### src/rtl/alarm_pkg.sv
// Shared types and default constants for the alarm countdown block.
package alarm_pkg;

    typedef enum logic [1:0] {
        IDLE    = 2'd0,
        COUNT   = 2'd1,
        SNOOZED = 2'd2
    } state_t;

    localparam int unsigned DEF_TICK_DIV    = 50_000_000;
    localparam int unsigned DEF_COUNT_START = 9;
    localparam int unsigned DEF_SNOOZE_SEC  = 5;
    localparam int unsigned DIGIT_W         = 4;

endpackage

### src/rtl/tick_gen.sv
// Prescaler: one-cycle tick every TICK_DIV enabled cycles, restarted by clr.
module tick_gen #(
    parameter int unsigned TICK_DIV = 4
) (
    input  logic CLK,
    input  logic RST,
    input  logic clr,
    input  logic en,
    output logic tick
);

    localparam int unsigned CNT_W = (TICK_DIV > 1) ? $clog2(TICK_DIV) : 1;

    logic [CNT_W-1:0] count;
    logic             wrap;

    assign wrap = (count == CNT_W'(TICK_DIV - 1));
    assign tick = en && wrap;

    always_ff @(posedge CLK) begin
        if (RST) begin
            count <= '0;
        end else if (clr) begin
            count <= '0;
        end else if (en) begin
            count <= wrap ? '0 : count + CNT_W'(1);
        end
    end

endmodule

### src/rtl/alarm_countdown.sv
// Alarm countdown: on TRIGGER counts COUNT_START..0 at one step per tick, pulses EXPIRED.
// Optional snooze state is built only when ALARM_SNOOZE_EN is defined.
module alarm_countdown
    import alarm_pkg::*;
#(
    parameter int unsigned TICK_DIV    = DEF_TICK_DIV,
    parameter int unsigned COUNT_START = DEF_COUNT_START,
    parameter int unsigned SNOOZE_SEC  = DEF_SNOOZE_SEC
) (
    input  logic               CLK,
    input  logic               RST,
    input  logic               TRIGGER,
    input  logic               DISMISS,
    input  logic               SNOOZE,
    output logic               ALARM,
    output logic [DIGIT_W-1:0] digit,
    output logic               EXPIRED
);

    localparam logic [DIGIT_W-1:0] START_DIGIT = DIGIT_W'(COUNT_START);

    state_t             state;
    state_t             state_next;
    logic               tick;
    logic               presc_clr;
    logic               presc_en;
    logic               alarm_next;
    logic [DIGIT_W-1:0] digit_next;
    logic               expired_next;

`ifdef ALARM_SNOOZE_EN
    localparam int unsigned SNZ_W = $clog2(SNOOZE_SEC + 1);

    logic [SNZ_W-1:0] snz_cnt;
    logic             snz_done;

    assign snz_done = tick && (snz_cnt == SNZ_W'(SNOOZE_SEC - 1));

    // Snooze tick counter, held at zero outside SNOOZED so every entry starts fresh
    always_ff @(posedge CLK) begin
        if (RST) begin
            snz_cnt <= '0;
        end else if (state != SNOOZED) begin
            snz_cnt <= '0;
        end else if (tick) begin
            snz_cnt <= snz_cnt + SNZ_W'(1);
        end
    end
`else
    localparam int unsigned unused_snooze_sec = SNOOZE_SEC;
    logic unused_snooze;
    assign unused_snooze = SNOOZE;
`endif

    // Prescaler restarts on every state change so the first tick lands TICK_DIV cycles in
    assign presc_en  = (state != IDLE);
    assign presc_clr = (state_next != state);

    tick_gen #(
        .TICK_DIV (TICK_DIV)
    ) u_tick_gen (
        .CLK  (CLK),
        .RST  (RST),
        .clr  (presc_clr),
        .en   (presc_en),
        .tick (tick)
    );

    always_ff @(posedge CLK) begin
        if (RST) begin
            state   <= IDLE;
            ALARM   <= 1'b0;
            digit   <= '0;
            EXPIRED <= 1'b0;
        end else begin
            state   <= state_next;
            ALARM   <= alarm_next;
            digit   <= digit_next;
            EXPIRED <= expired_next;
        end
    end

    // Next state: DISMISS > SNOOZE > tick > TRIGGER
    always_comb begin
        state_next = state;
        case (state)
            IDLE: begin
                if (TRIGGER) state_next = COUNT;
            end
            COUNT: begin
                if (DISMISS) begin
                    state_next = IDLE;
                end
`ifdef ALARM_SNOOZE_EN
                else if (SNOOZE) begin
                    state_next = SNOOZED;
                end
`endif
                else if (tick && (digit == '0)) begin
                    state_next = IDLE;
                end
            end
`ifdef ALARM_SNOOZE_EN
            SNOOZED: begin
                if (DISMISS) begin
                    state_next = IDLE;
                end else if (snz_done) begin
                    state_next = COUNT;
                end
            end
`endif
            default: state_next = IDLE;
        endcase
    end

    // Next values of the registered outputs
    always_comb begin
        alarm_next   = ALARM;
        digit_next   = digit;
        expired_next = 1'b0;
        case (state)
            IDLE: begin
                alarm_next = TRIGGER;
                digit_next = TRIGGER ? START_DIGIT : '0;
            end
            COUNT: begin
                if (DISMISS) begin
                    alarm_next = 1'b0;
                    digit_next = '0;
                end
`ifdef ALARM_SNOOZE_EN
                else if (SNOOZE) begin
                    alarm_next = 1'b0;
                    digit_next = '0;
                end
`endif
                else if (tick) begin
                    if (digit == '0) begin
                        alarm_next   = 1'b0;
                        expired_next = 1'b1;
                    end else begin
                        digit_next = digit - DIGIT_W'(1);
                    end
                end
            end
`ifdef ALARM_SNOOZE_EN
            SNOOZED: begin
                if (!DISMISS && snz_done) begin
                    alarm_next = 1'b1;
                    digit_next = START_DIGIT;
                end else begin
                    alarm_next = 1'b0;
                    digit_next = '0;
                end
            end
`endif
            default: begin
                alarm_next = 1'b0;
                digit_next = '0;
            end
        endcase
    end

endmodule
### config.mk
export PLATFORM = sky130hd
export DESIGN_NAME = alarm_countdown
export DESIGN_NICKNAME = d
export VERILOG_FILES = /design/src/rtl/alarm_pkg.sv /design/src/rtl/tick_gen.sv /design/src/rtl/alarm_countdown.sv
export SDC_FILE = /design/constraint.sdc
export NUM_CORES = 1
export LEC_CHECK = 0
export ABC_AREA = 1
export BUFFER_PORTS_ARGS = -buffer_cell sky130_fd_sc_hd__buf_2
export CAP_MARGIN = 20
export CORE_AREA = 2 2 60 62
export DETAILED_ROUTE_END_ITERATION = 12
export DIE_AREA = 0 0 62 64
export PLACE_DENSITY = 0.86
export SLEW_MARGIN = 20
export SYNTH_ARGS = -nofsm -noshare
export SYNTH_HDL_FRONTEND = slang
export SYNTH_SLANG_ARGS = --single-unit
export TNS_END_PERCENT = 30
### constraint.sdc
create_clock -name CLK -period 3.1 [get_ports CLK]
set_input_delay 0.465 -clock CLK [delete_from_list [all_inputs] [get_ports CLK]]
set_output_delay 0.465 -clock CLK [all_outputs]
set_load 0.05 [all_outputs]
**After elaboration in Yosys (flattened, before gate mapping)**

Index checks and enable logic that the tools add are counted.

- Output and inout bits: 6
- Logic and storage cells: 39
- Input bits: 5
- Flip-flop bits (word level): 34

- Equality and inequality tests: 6
- Bitwise gates (word level): 2
- Add/subtract/negate cells: 2
- Mux-type cells: 15
- Reduce and logical (&&, ||, !) cells: 9

Operators with widths:

| kind | number |
|---|---|
| 26-bit by 1-bit adder with 26-bit output, second input constant | 1 |
| 26-bit == test, second input constant | 1 |
| 26-bit 2-to-1 mux | 1 |
| 4-bit 2-to-1 mux | 4 |
| 3-bit != test, second input constant | 3 |
| 4-bit case mux with 2 select lines | 1 |
| 2-bit 2-to-1 mux | 3 |
| 4-bit logical NOT | 1 |
| 1-bit 2-to-1 mux | 4 |
| 2-bit case mux with 2 select lines | 1 |
| 2-bit AND reduction | 2 |
| 4-bit OR reduction | 1 |
| 4-bit by 1-bit subtractor with 4-bit output, second input constant | 1 |
| 2-bit by 1-bit == test with 1-bit output, second input constant | 1 |
| 1-bit logical AND | 2 |
| 2-bit logical NOT | 1 |
| 2-bit != test | 1 |
| 1-bit inverter | 2 |
| 1-bit case mux with 2 select lines | 1 |
| 2-bit nonzero test | 1 |
| 2-bit OR reduction | 1 |

**Depth between registers and ports, before layout**

Gate-level depths: netlist of the first run.

- Depth after elaboration: 8
- Gate-level depth with buffers: 11
- Gate-level depth less buffers: 10

**Cells and area by module**

A second synthesis of the first run with hierarchy kept.

- Cells, all modules: 291
- Area, all modules: 1943.1 um^2

By module, submodules not included:

| module | cells each | instances | area an instance (um^2) | seq. area each (um^2) |
|---|---|---|---|---|
| tick_gen | 239 | 1 | 1564.0 | 520.5 |
| alarm_countdown | 52 | 1 | 379.1 | 160.2 |

**Worst setup path before layout of the first run**

OpenSTA, ideal clock, no wires.

- Path kind: reg2reg
- Start point: register digit[0]
- End point: register u_tick_gen.count[0]
- Period minus slack after synthesis: 1788 ps
- Buffers on the path: 1
- Required time: 3036 ps
- Data arrival time: 1723 ps
- Path slack: 1312 ps
- Library setup time: 64 ps
- Cell stages (with the launch flop): 11
- Cells stage by stage: dfxtp_1 inv_1 ha_1 nand2_1 nor2_1 nand3_1 nand2_1 nand2_1 nand3_2 buf_6 nor2_1

- Longest elaborated chain between the ends: 7

Ends and longest elaborated chain:

| item | line | source |
|---|---|---|
| from (decl) | alarm_countdown.sv:16 | `output logic [DIGIT_W-1:0] digit,` |
| from (signal assigned) | alarm_countdown.sv:78 | `digit <= digit_next;` |
| 4-bit logical NOT | alarm_countdown.sv:99 | `else if (tick && (digit == '0)) begin` |
| 1-bit logical AND | alarm_countdown.sv:99 |  |
| 2-bit 2-to-1 mux | alarm_countdown.sv:99 |  |
| 2-bit 2-to-1 mux | alarm_countdown.sv:91 | `if (DISMISS) begin` |
| 2-bit case mux with 2 select lines | alarm_countdown.sv:86 | `case (state)` |
| 2-bit != test | alarm_countdown.sv:57 | `assign presc_clr = (state_next != state);` |
| 2-bit OR reduction (no source line) | -- |  |
| to (signal assigned) | tick_gen.sv:26 | `count <= wrap ? '0 : count + CNT_W'(1);` |
| to (decl) | tick_gen.sv:14 | `logic [CNT_W-1:0] count;` |

Every way passes these cells.
A chain may end at the register's enable or synchronous reset.

**Worst setup path in the final report of the first run**

- Start point: register u_tick_gen.count[1]
- End point: register u_tick_gen.count[17]

- Longest elaborated chain between the ends: 8
- Elaborated cells between the ends (all ways): 10
- Those cells by class: 1 x add/sub; 2 x eq/ne; 4 x mux; 3 x reduce/logical

Ends and longest elaborated chain:

| item | line | source |
|---|---|---|
| 26-bit == test | tick_gen.sv:17 | `assign wrap = (count == CNT_W'(TICK_DIV - 1));` |
| 1-bit logical AND | tick_gen.sv:18 | `assign tick = en && wrap;` |
| 1-bit logical AND | alarm_countdown.sv:99 |  |
| 2-bit 2-to-1 mux | alarm_countdown.sv:99 |  |
| 2-bit 2-to-1 mux | alarm_countdown.sv:91 |  |
| 2-bit case mux with 2 select lines | alarm_countdown.sv:86 |  |
| 2-bit != test | alarm_countdown.sv:57 |  |
| 2-bit OR reduction (no source line) | -- |  |

Several ways; a longest one is shown, not always the timed one.

==> summary.md, run 1 <==
| Metric | Value |
|---|---|
| # diodes | `0` |
| Critical Path AT | `2.15 ns` |
| Detailed Place HPWL | `3157 um` |
| Core ar. | `3284 sq um` |
| Cells after Synth | `321` |
| Maximum number of pins on one net before global-route repair | `27` |
| Hold buffer count at cts | `0` |
| Site row count | `21` |
| CP Capture Type | `flip-flop` |
| HP Class | `primary input to flip-flop` |
| Syn. warnings | `0` |
| Ys async rst share | `0%` |
| Maxcap violations | `0` |
| CP peak stage delay | `0.40 ns` |
| Initial Utilization | `62.44%` |
| Antenna violations before repair | `0` |
| Die Span Y | `64 um` |
| Synth Flop Type | `dfxtp_1` |
| Fillers | `303` |
| Worst slew pin tran | `0.5677 ns` |
| CTS Buf Count | `5` |
| Vias in the first global route | `1748` |
| Top post-synthesis cells by count | `nand2_1, nor2_1, nand3_1` |
| Syn nets | `328` |
| Root buffer cell | `clkbuf_4` |
| # resized after CTS | `0` |
| DR iter-0 viols | `129` |
| Fin Setup TNS | `0 ns` |
| Largest area contributor in the netlist | `dfxtp_1` |
| Htree depth | `2` |
| Most used cell, CP | `nand2_1` |
| Post-synth EDFFs | `0` |
| Post-Syn Area | `2051 sq um` |
| DR WL/cell | `11.19 um` |
| Postcts setup bufs | `0` |
| Area growth from synthesis to layout | `6.345%` |
| Worst-Skew Late Latency | `0.35 ns` |
| Cell with the most instances after synthesis | `nand2_1` |
| Required time worst endpoint | `3.33 ns` |
| CP Max Fanout | `26` |
| Sequential area share after synthesis | `33.19%` |
| Yosys cell types | `28` |
| Startpoint Class | `flip-flop` |
| Fin Clk Skew | `0.004772 ns` |
| Critical path class | `flip-flop to flip-flop` |
| # setup viols final | `0` |
| Initial DRT Pass Iterations | `4` |
| Final Critical Period | `1.916 ns` |
| First-pass GRT wire length | `7403 um` |
| Final Net Count | `338` |
| RSZ-0062 raised after global routing | `false` |
| Yosys top cell area share | `33.19%` |
| Power density over cell area | `372.4 nW/um^2` |
| # DRC | `0` |
| GRT Total Usage | `24.36%` |
| CTS max path bufs | `2` |
| Clock transition at path regs | `0.11 ns` |
| Via density per instance | `5.257` |
| Antenna-violating nets left | `0` |
| Lkg Pwr | `0.8345 nW` |
| Endpoints failing hold | `0` |
| Crit path cell chain | `ha_1 -> nand2_1 -> nor2_1 -> nand2_1 -> nor2_1 -> nand3_1 -> nand2_1 -> nand2_1 -> nand3_2 -> nor2_1` |
| CTS tree | `built` |
| Fin crit share | `61.82%` |
| Register bit count reported by yosys | `34` |
| Slowest CP cell | `nand3_2` |
| DRT Wirelength | `4231 um` |
| Peak supply drop | `268.8 uV` |
| Final Wtd Congestion | `0.9119` |
| Grt total ovfl | `0` |
| # port buffers | `9` |
| Share of layout cells above drive strength 1 | `12.05%` |
| Fin. max-slew vios | `0` |
| Max-slew headroom | `62.11%` |
| Clock Sinks | `34` |
| DR vias | `1987` |
| DIE AREA | `3968 sq um` |
| Maximum clock rate | `521.8 MHz` |
| Syn avg cell area | `6.389 sq um` |
| # IOs | `11` |
| Top area cells in the synthesized netlist | `dfxtp_1, nand2_1, nor2_1, nand3_1, inv_1` |
| Die X | `62 um` |
| Run status | `complete, no violations` |
| Core Util, Final | `66.40%` |
## worst paths after layout
check / from / endpoint / slack (ns) / cells after the start
setup / recovery: u_tick_gen.count[1] / u_tick_gen.count[17] / 1.18 / 10
hold reg to reg: u_tick_gen.count[1] / u_tick_gen.count[1] / 0.50 / 2
setup reg to reg: u_tick_gen.count[1] / u_tick_gen.count[17] / 1.18 / 10
hold / removal: RST / digit[2] / 0.36 / 2
## cell families after synthesis
group           after synthesis  synth area share (%)
compound gates               18                 4.636
xor+xnor                      6                 2.563
fa+ha+maj                     2                 1.220
buf+inv                      44                 9.396
flops                        34                 33.19
other cells                   1                0.1829
simple gates                216                 48.81
## critical path, delay by kind of cell, from the launching register on
family / cells / cell delay [ns]
adders and majority gates: 1 / 0.17
DFF: 1 / 0.37
and+or+nand+nor: 9 / 1.25
## power breakdown
group	internal (W)	switching, W	total, W	leakage [nW]
Clock	0.000167	0.000158	0.000324	0.0450
Sequential	0.000441	0.00000336	0.000444	0.275
Combinational	0.0000109	0.0000326	0.0000434	0.515
Total	0.000619	0.000193	0.000812	0.834
## layer usage
| metal | part of all wire [%] | track usage [%] | vias up |
|---|---|---|---|
| met1 | 49 | 31.48 | 904 |
| li1 | - | - | 1048 |
| met2 | 46 | 39.45 | 28 |
| met3 | 3.4 | 4.858 | 7 |
| met4 | 1.5 | 8.245 | 0 |
| met5 | 0 | 0 | - |
## state kept, by name (all words and copies together), names as in the netlist
name              count
state                 2
u_tick_gen.count     26
EXPIRED               1
ALARM                 1
digit                 4
## through the flow
stage	total power (W)	cells	instance area, sq um	setup slack [ns]	hold slack (ns)
after floorplan	0.0004904	321	2051	1.313	0.4574
after global placement	0.0004974	370	2103	1.230	0.4702
after detailed placement	0.0004977	370	2103	1.199	0.4842
after CTS	0.0008198	378	2181	1.183	0.3595
after global routing	0.0008401	378	2181	0.9592	0.3725
final	0.0008121	378	2181	1.184	0.3631
## layout by cell type (no fill, tap or decap), types with 4 or more instances in the layout
cell       n
clkbuf_4   5
nor3_1     9
nor2_1    60
nand4_1   12
nand2_1   71
a21oi_1    9
inv_1     38
nand3_1   39
nor2_2     9
dfxtp_1   34
nand3_2    4
buf_2      9
o21ai_0    7
xor2_1     5
## final cells by class
cell class                      count  area (sq um)  area share [%]
Multi-Input combinational cell    243          1177           53.99
Sequential cell                    34         680.7           31.21
Inverter                           38         142.6           6.540
Tap cell                           46         57.56           2.639
Timing Repair Buffer                9         45.04           2.065
Clock inverter                      3         40.04           1.836
Clock buffer                        5         37.54           1.721
Power figures use the tool's default switching activity.
==> run 2: changes to the inputs <==
Settings changed: CORE_AREA 2 2 60 62 to 2 2 65 67, DIE_AREA 0 0 62 64 to 0 0 67 69, PLACE_DENSITY 0.86 to 0.78.
Clock period 3.1 ns to 1.64 ns, I/O delays scaled along.
==> summary.md, run 2 (same netlist as run 1, synthesis figures left out) <==
| Metric | Value |
|---|---|
| Stages on worst setup path | `10 (unchanged)` |
| Peak supply drop | `455.1 uV (was 268.8 uV)` |
| Htree depth | `2 (unchanged)` |
| Most used cell, CP | `nand2_1 (unchanged)` |
| # setup viols final | `2 (was 0)` |
| Root buffer cell | `clkbuf_8 (was clkbuf_4)` |
| Startpoint Class | `flip-flop (unchanged)` |
| Core ar. | `3914 sq um (was 3284 sq um)` |
| Clk pwr share | `43.5% (was 39.9%)` |
| DRT Wirelength | `5313 um (was 4231 um)` |
| Slowest CP cell | `dfxtp_4 (was nand3_2)` |
| Critical path class | `flip-flop to flip-flop (unchanged)` |
| # DRC | `0 (unchanged)` |
| Net switching power figure | `0.0003940 W (was 0.0001935 W)` |
| Total internal power | `0.001300 W (was 0.0006187 W)` |
| Fin. max-slew vios | `0 (unchanged)` |
| Core Util, Final | `66.85% (was 66.40%)` |
| Max reg flops | `26 (unchanged)` |
| Clock Sinks | `34 (unchanged)` |
| HP Class | `primary input to flip-flop (unchanged)` |
| RSZ-0062 raised after global routing | `true (was false)` |
| Worst reg2reg startpoint | `u_tick_gen.count[1] (unchanged)` |
| CTS tree | `built (unchanged)` |
| # port buffers | `9 (unchanged)` |
| Register-to-Register Path Depth | `10 (unchanged)` |
| Area growth from synthesis to layout | `27.58% (was 6.345%)` |
| Fin Clk Skew | `0.01012 ns (was 0.004772 ns)` |
| Required time worst endpoint | `1.87 ns (was 3.33 ns)` |
| Fin crit share | `100.8% (was 61.82%)` |
| Switching fraction of total power | `23.26% (was 23.82%)` |
| Combinational power share | `6.9% (was 5.3%)` |
| Fillers | `345 (was 303)` |
| Buf/Inv on CP | `2 (was 0)` |
| Grt total ovfl | `0 (unchanged)` |
| Crit path cell chain | `buf_6 -> nand2_4 -> nor3_4 -> nand3_2 -> nor2_4 -> clkbuf_16 -> nand2_1 -> nand2_1 -> nand3_1 -> nor2_1 (was ha_1 -> nand2_1 -> nor2_1 -> nand2_1 -> nor2_1 -> nand3_1 -> nand2_1 -> nand2_1 -> nand3_2 -> nor2_1)` |
| Power density over cell area | `647.6 nW/um^2 (was 372.4 nW/um^2)` |
| Share of layout cells above drive strength 1 | `23.68% (was 12.05%)` |
| Lkg Pwr | `1.057 nW (was 0.8345 nW)` |
| Hold depth | `2 (unchanged)` |
| # diodes | `0 (unchanged)` |
| Vias in the first global route | `1963 (was 1748)` |
| HP Start | `RST (unchanged)` |
| CP peak stage delay | `0.36 ns (was 0.40 ns)` |
| Maxcap violations | `0 (unchanged)` |
| Maximum clock rate | `605.0 MHz (was 521.8 MHz)` |
| DR iter-0 viols | `109 (was 129)` |
| Final Critical Period | `1.653 ns (was 1.916 ns)` |
| CP Capture Type | `flip-flop (unchanged)` |
| Top delay family on crit path | `simple AND/OR/NAND/NOR gates (unchanged)` |
| Antenna-violating nets left | `0 (unchanged)` |
| DR vias | `2165 (was 1987)` |
| Run status | `finished with violations (was complete, no violations)` |
| Commonest non-fill, non-tap cell in the layout | `nand2_1 (unchanged)` |
| Multi-input logic area | `1284 sq um (was 1177 sq um)` |
| Most frequent cells in the layout | `nand2_1, nor2_1, inv_1 (was nand2_1, nor2_1, nand3_1)` |
| Die Span Y | `69 um (was 64 um)` |
| Via density per instance | `5.293 (was 5.257)` |
| DR WL/cell | `12.99 um (was 11.19 um)` |
| CTS Buf Count | `5 (unchanged)` |
| Antenna violations before repair | `0 (unchanged)` |
| Maximum number of pins on one net before global-route repair | `17 (was 27)` |
| Sequential Power Share | `49.6% (was 54.7%)` |
| First-pass GRT wire length | `8390 um (was 7403 um)` |
| Final Wtd Congestion | `0.8922 (was 0.9119)` |
| Most flops, register | `u_tick_gen.count (unchanged)` |
| Detailed Place HPWL | `3514 um (was 3157 um)` |
| Die X | `67 um (was 62 um)` |
| CP Max Fanout | `5 (was 26)` |
| Initial DRT Pass Iterations | `4 (unchanged)` |
| CTS max path bufs | `2 (unchanged)` |
| Largest regs | `u_tick_gen.count x26, digit x4, state x2 (unchanged)` |
| Clock transition at path regs | `0.07 ns (was 0.11 ns)` |
| Failing checks | `setup timing` |
| Finished Layout Cells | `409 (was 378)` |
| Site row count | `23 (was 21)` |
| Endpoints failing hold | `0 (unchanged)` |
| Initial Utilization | `52.40% (was 62.44%)` |
| Crit path launch | `u_tick_gen.count[1] (unchanged)` |
| Placed insts | `394 (was 370)` |
| R2R Setup Slk | `-0.01 ns (was 1.18 ns)` |
| Worst-Skew Late Latency | `0.29 ns (was 0.35 ns)` |
| # IOs | `11 (unchanged)` |
| Final Net Count | `365 (was 338)` |
| GRT Total Usage | `23.07% (was 24.36%)` |
| DIE AREA | `4623 sq um (was 3968 sq um)` |
| Critical Path AT | `1.88 ns (was 2.15 ns)` |
| Worst setup margin | `-0.01290 ns (was 1.184 ns)` |
| Sequential cell area | `689.4 sq um (was 680.7 sq um)` |
==> run 2: power groups by stage <==
| stage | clock network, W | logic (W) | registers, W |
|---|---|---|---|
| detailed placement | 0 | 0.000101 | 0.000859 |
| global route | 0.000790 | 0.000127 | 0.000841 |
| CTS | 0.000750 | 0.000102 | 0.000840 |
| finish | 0.000737 | 0.000117 | 0.000841 |
| floorplan | 0 | 0.0000541 | 0.000873 |
| global placement | 0 | 0.0000994 | 0.000859 |
==> run 2: path summary, 6_finish.rpt <==
path                                             end
worst min register to register              digit[1]
worst min-delay path                        digit[1]
worst max register to register  u_tick_gen.count[15]
worst max-delay path            u_tick_gen.count[15]
==> run 2: metrics by stage <==
step	setup WS (ns)	area (sq um)	hold slack, ns	power, W	TNS [ns]
6_report	-0.01290	2616	0.2205	0.001694	-0.01843
5_1_grt	-0.1107	2616	0.2225	0.001758	-0.7272
4_1_cts	0.0005700	2434	0.2111	0.001692	0
3_5_place_dp	-0.04120	2286	0.4924	0.0009598	-0.05441
3_3_place_gp	0.02189	2286	0.4826	0.0009583	0
2_1_floorplan	0.03962	2053	0.4173	0.0009273	0
==> run 2: repair_timing <==
item	4_1_cts	5_1_grt
setup buffers	2	3
cloned	0	2
hold endpoints to repair	0	0
setup endpoints to repair	6	32
gates resized for setup	2	28
hold buffers	0	0
pin swaps	1	13
==> run 2: layout make-up <==
| class | instances | area share (%) |
|---|---|---|
| clock buffer | 8 | 4.209 |
| inverter | 38 | 5.452 |
| multi-input combinational | 243 | 49.07 |
| sequential | 34 | 26.35 |
| tap | 50 | 2.391 |
| timing repair buffer | 36 | 12.53 |
==> run 2: per-layer routing <==
metal | share of wire (%) | global-route usage [%] | vias to the layer above
met1 | 42 | 29.12 | 999
met4 | 2.4 | 9.751 | 0
met3 | 5.0 | 4.894 | 11
met5 | 0 | 0 | -
met2 | 50 | 37.29 | 54
li1 | - | - | 1101
==> run 3: changes to the inputs <==
Settings changed: CTS_CLUSTER_SIZE set to 20, REMOVE_ABC_BUFFERS set to 1.
==> summary.md, run 3 (same netlist as run 1, synthesis figures left out) <==
| Metric | Value |
|---|---|
| R2R Setup Slk | `0.06 ns (was -0.01 ns)` |
| Antenna-violating nets left | `0 (unchanged)` |
| Multi-input logic area | `1264 sq um (was 1284 sq um)` |
| HP Start | `RST (unchanged)` |
| Detailed Place HPWL | `3500 um (was 3514 um)` |
| Most frequent cells in the layout | `nand2_1, nor2_1, inv_1 (unchanged)` |
| Slowest CP cell | `dfxtp_2 (was dfxtp_4)` |
| CTS tree | `built (unchanged)` |
| CTS Buf Count | `5 (unchanged)` |
| Combinational power share | `7.0% (was 6.9%)` |
| Crit path launch | `u_tick_gen.count[1] (unchanged)` |
| Die Span Y | `69 um (unchanged)` |
| # diodes | `0 (unchanged)` |
| Fin. max-slew vios | `0 (unchanged)` |
| HP Class | `primary input to flip-flop (unchanged)` |
| Sequential Power Share | `55.2% (was 49.6%)` |
| Htree depth | `2 (unchanged)` |
| Maxcap violations | `0 (unchanged)` |
| CP Max Fanout | `15 (was 5)` |
| Switching fraction of total power | `23.62% (was 23.26%)` |
| Lkg Pwr | `0.9801 nW (was 1.057 nW)` |
| Net switching power figure | `0.0003599 W (was 0.0003940 W)` |
| Core Util, Final | `63.14% (was 66.85%)` |
| Total internal power | `0.001164 W (was 0.001300 W)` |
| Endpoints failing hold | `0 (unchanged)` |
| CP Capture Type | `flip-flop (unchanged)` |
| Sequential cell area | `686.9 sq um (was 689.4 sq um)` |
| Run status | `complete, no violations (was finished with violations)` |
| Die X | `67 um (unchanged)` |
| Hold buffer count at cts | `0 (unchanged)` |
| Worst-Skew Late Latency | `0.29 ns (about the same)` |
| Commonest non-fill, non-tap cell in the layout | `nand2_1 (unchanged)` |
| Final Critical Period | `1.581 ns (was 1.653 ns)` |
| DR WL/cell | `12.05 um (was 12.99 um)` |
| Grt total ovfl | `0 (unchanged)` |
| Via density per instance | `5.292 (was 5.293)` |
| Clk pwr share | `37.7% (was 43.5%)` |
| Area growth from synthesis to layout | `20.50% (was 27.58%)` |
| Initial DRT Pass Iterations | `4 (unchanged)` |
| DIE AREA | `4623 sq um (unchanged)` |
| Most used cell, CP | `nand2_1 (unchanged)` |
| # DRC | `0 (unchanged)` |
| Crit path cell chain | `ha_4 -> nand2_4 -> nor2_2 -> nand2_1 -> nor2_2 -> nand3_1 -> nand2_1 -> nand2_1 -> nand3_2 -> buf_12 -> nor2_1 (was buf_6 -> nand2_4 -> nor3_4 -> nand3_2 -> nor2_4 -> clkbuf_16 -> nand2_1 -> nand2_1 -> nand3_1 -> nor2_1)` |
| Clock transition at path regs | `0.07 ns (about the same)` |
| Fin Clk Skew | `0.003652 ns (was 0.01012 ns)` |
| # IOs | `11 (unchanged)` |
| Register-to-Register Path Depth | `11 (was 10)` |
| Critical path class | `flip-flop to flip-flop (unchanged)` |
| Site row count | `23 (unchanged)` |
| Setup crit end | `u_tick_gen.count[11] (was u_tick_gen.count[15])` |
| Clock Sinks | `34 (unchanged)` |
| Maximum number of pins on one net before global-route repair | `16 (was 17)` |
| Required time worst endpoint | `1.82 ns (was 1.87 ns)` |
| Root buffer cell | `clkbuf_8 (unchanged)` |
| Most flops, register | `u_tick_gen.count (unchanged)` |
| Max reg flops | `26 (unchanged)` |
| First-pass GRT wire length | `7914 um (was 8390 um)` |
| Share of layout cells above drive strength 1 | `20.90% (was 23.68%)` |
| Vias in the first global route | `1879 (was 1963)` |
| RSZ-0062 raised after global routing | `true (unchanged)` |
| Fin crit share | `96.38% (was 100.8%)` |
| Initial Utilization | `52.40% (unchanged)` |
| DRT Wirelength | `4870 um (was 5313 um)` |
| RR Endpoint | `u_tick_gen.count[11] (was u_tick_gen.count[15])` |
| Critical Path AT | `1.76 ns (was 1.88 ns)` |
| Peak supply drop | `443.6 uV (was 455.1 uV)` |
| Worst reg2reg startpoint | `u_tick_gen.count[1] (unchanged)` |
| Core ar. | `3914 sq um (unchanged)` |
| # port buffers | `9 (unchanged)` |
| Startpoint Class | `flip-flop (unchanged)` |
| Antenna violations before repair | `0 (unchanged)` |
| Largest regs | `u_tick_gen.count x26, digit x4, state x2 (unchanged)` |
| Power density over cell area | `616.5 nW/um^2 (was 647.6 nW/um^2)` |
| CP peak stage delay | `0.36 ns (about the same)` |
| DR iter-0 viols | `158 (was 109)` |
| Maximum clock rate | `632.6 MHz (was 605.0 MHz)` |
| # setup viols final | `0 (was 2)` |
| DR vias | `2138 (was 2165)` |
| Total power | `0.001523 W (was 0.001694 W)` |
| Final Net Count | `361 (was 365)` |
| GRT Total Usage | `21.58% (was 23.07%)` |
| Final Wtd Congestion | `0.8786 (was 0.8922)` |
| CTS max path bufs | `2 (unchanged)` |
| Fillers | `369 (was 345)` |
[run 3: cell type report]
type	count	area share [%]
clock buffers	7	3.089
multi-input cells	244	51.14
inverters	38	5.772
repair buffers	31	9.671
well taps	50	2.532
flip-flops and latches	34	27.80
[run 3: repair_timing]
item                                    in CTS  in global routing
pin swaps                                    0                  9
gates cloned                                 0                  1
resized for setup                            3                 21
setup buffers                                0                  2
endpoints found under the setup margin       2                 32
[run 3: worst max-delay path: cells and delay by family, from the launching register on]
kind,cells,cell delay [ns]
buffers and inverters,1,0.15
DFF,1,0.36
adders and majority gates,1,0.16
and+or+nand+nor,9,0.80
[run 3: worst min path at each step]
stage / slack (ns) / to / cells past startpoint
after global placement: 0.48 / ALARM / 2
after global routing: 0.23 / digit[2] / 2
after floorplan: 0.32 / digit[0] / 1
final: 0.22 / digit[2] / 2
after detailed placement: 0.50 / digit[3] / 2
after CTS: 0.22 / digit[2] / 2
[run 3: per-layer routing]
layer | GRT usage (%) | routed length [um]
met1 | 29.72 | 2204
met2 | 33.66 | 2337
met3 | 4.405 | 277
met4 | 6.349 | 51
met5 | 0 | 0
[run 3: power groups by stage]
| stage | clock (W) | sequential, W | combinational [W] |
|---|---|---|---|
| 3_3_place_gp | 0 | 0.000858 | 0.000102 |
| 2_1_floorplan | 0 | 0.000873 | 0.0000456 |
| 4_1_cts | 0.000584 | 0.000840 | 0.000105 |
| 5_1_grt | 0.000616 | 0.000842 | 0.000118 |
| 3_5_place_dp | 0 | 0.000858 | 0.000104 |
| 6_report | 0.000575 | 0.000842 | 0.000107 |
[run 3: through the flow]
step | cell area (sq um) | instances | TNS (ns) | setup slack (ns) | hold WS [ns]
3_5_place_dp | 2283 | 394 | 0 | 0.007554 | 0.4991
4_1_cts | 2372 | 401 | 0 | 0.008124 | 0.2239
6_report | 2471 | 404 | 0 | 0.05934 | 0.2216
3_3_place_gp | 2283 | 394 | 0 | 0.03358 | 0.4826
5_1_grt | 2471 | 404 | -0.8798 | -0.05333 | 0.2332
2_1_floorplan | 2001 | 315 | -5.812 | -0.2608 | 0.3151
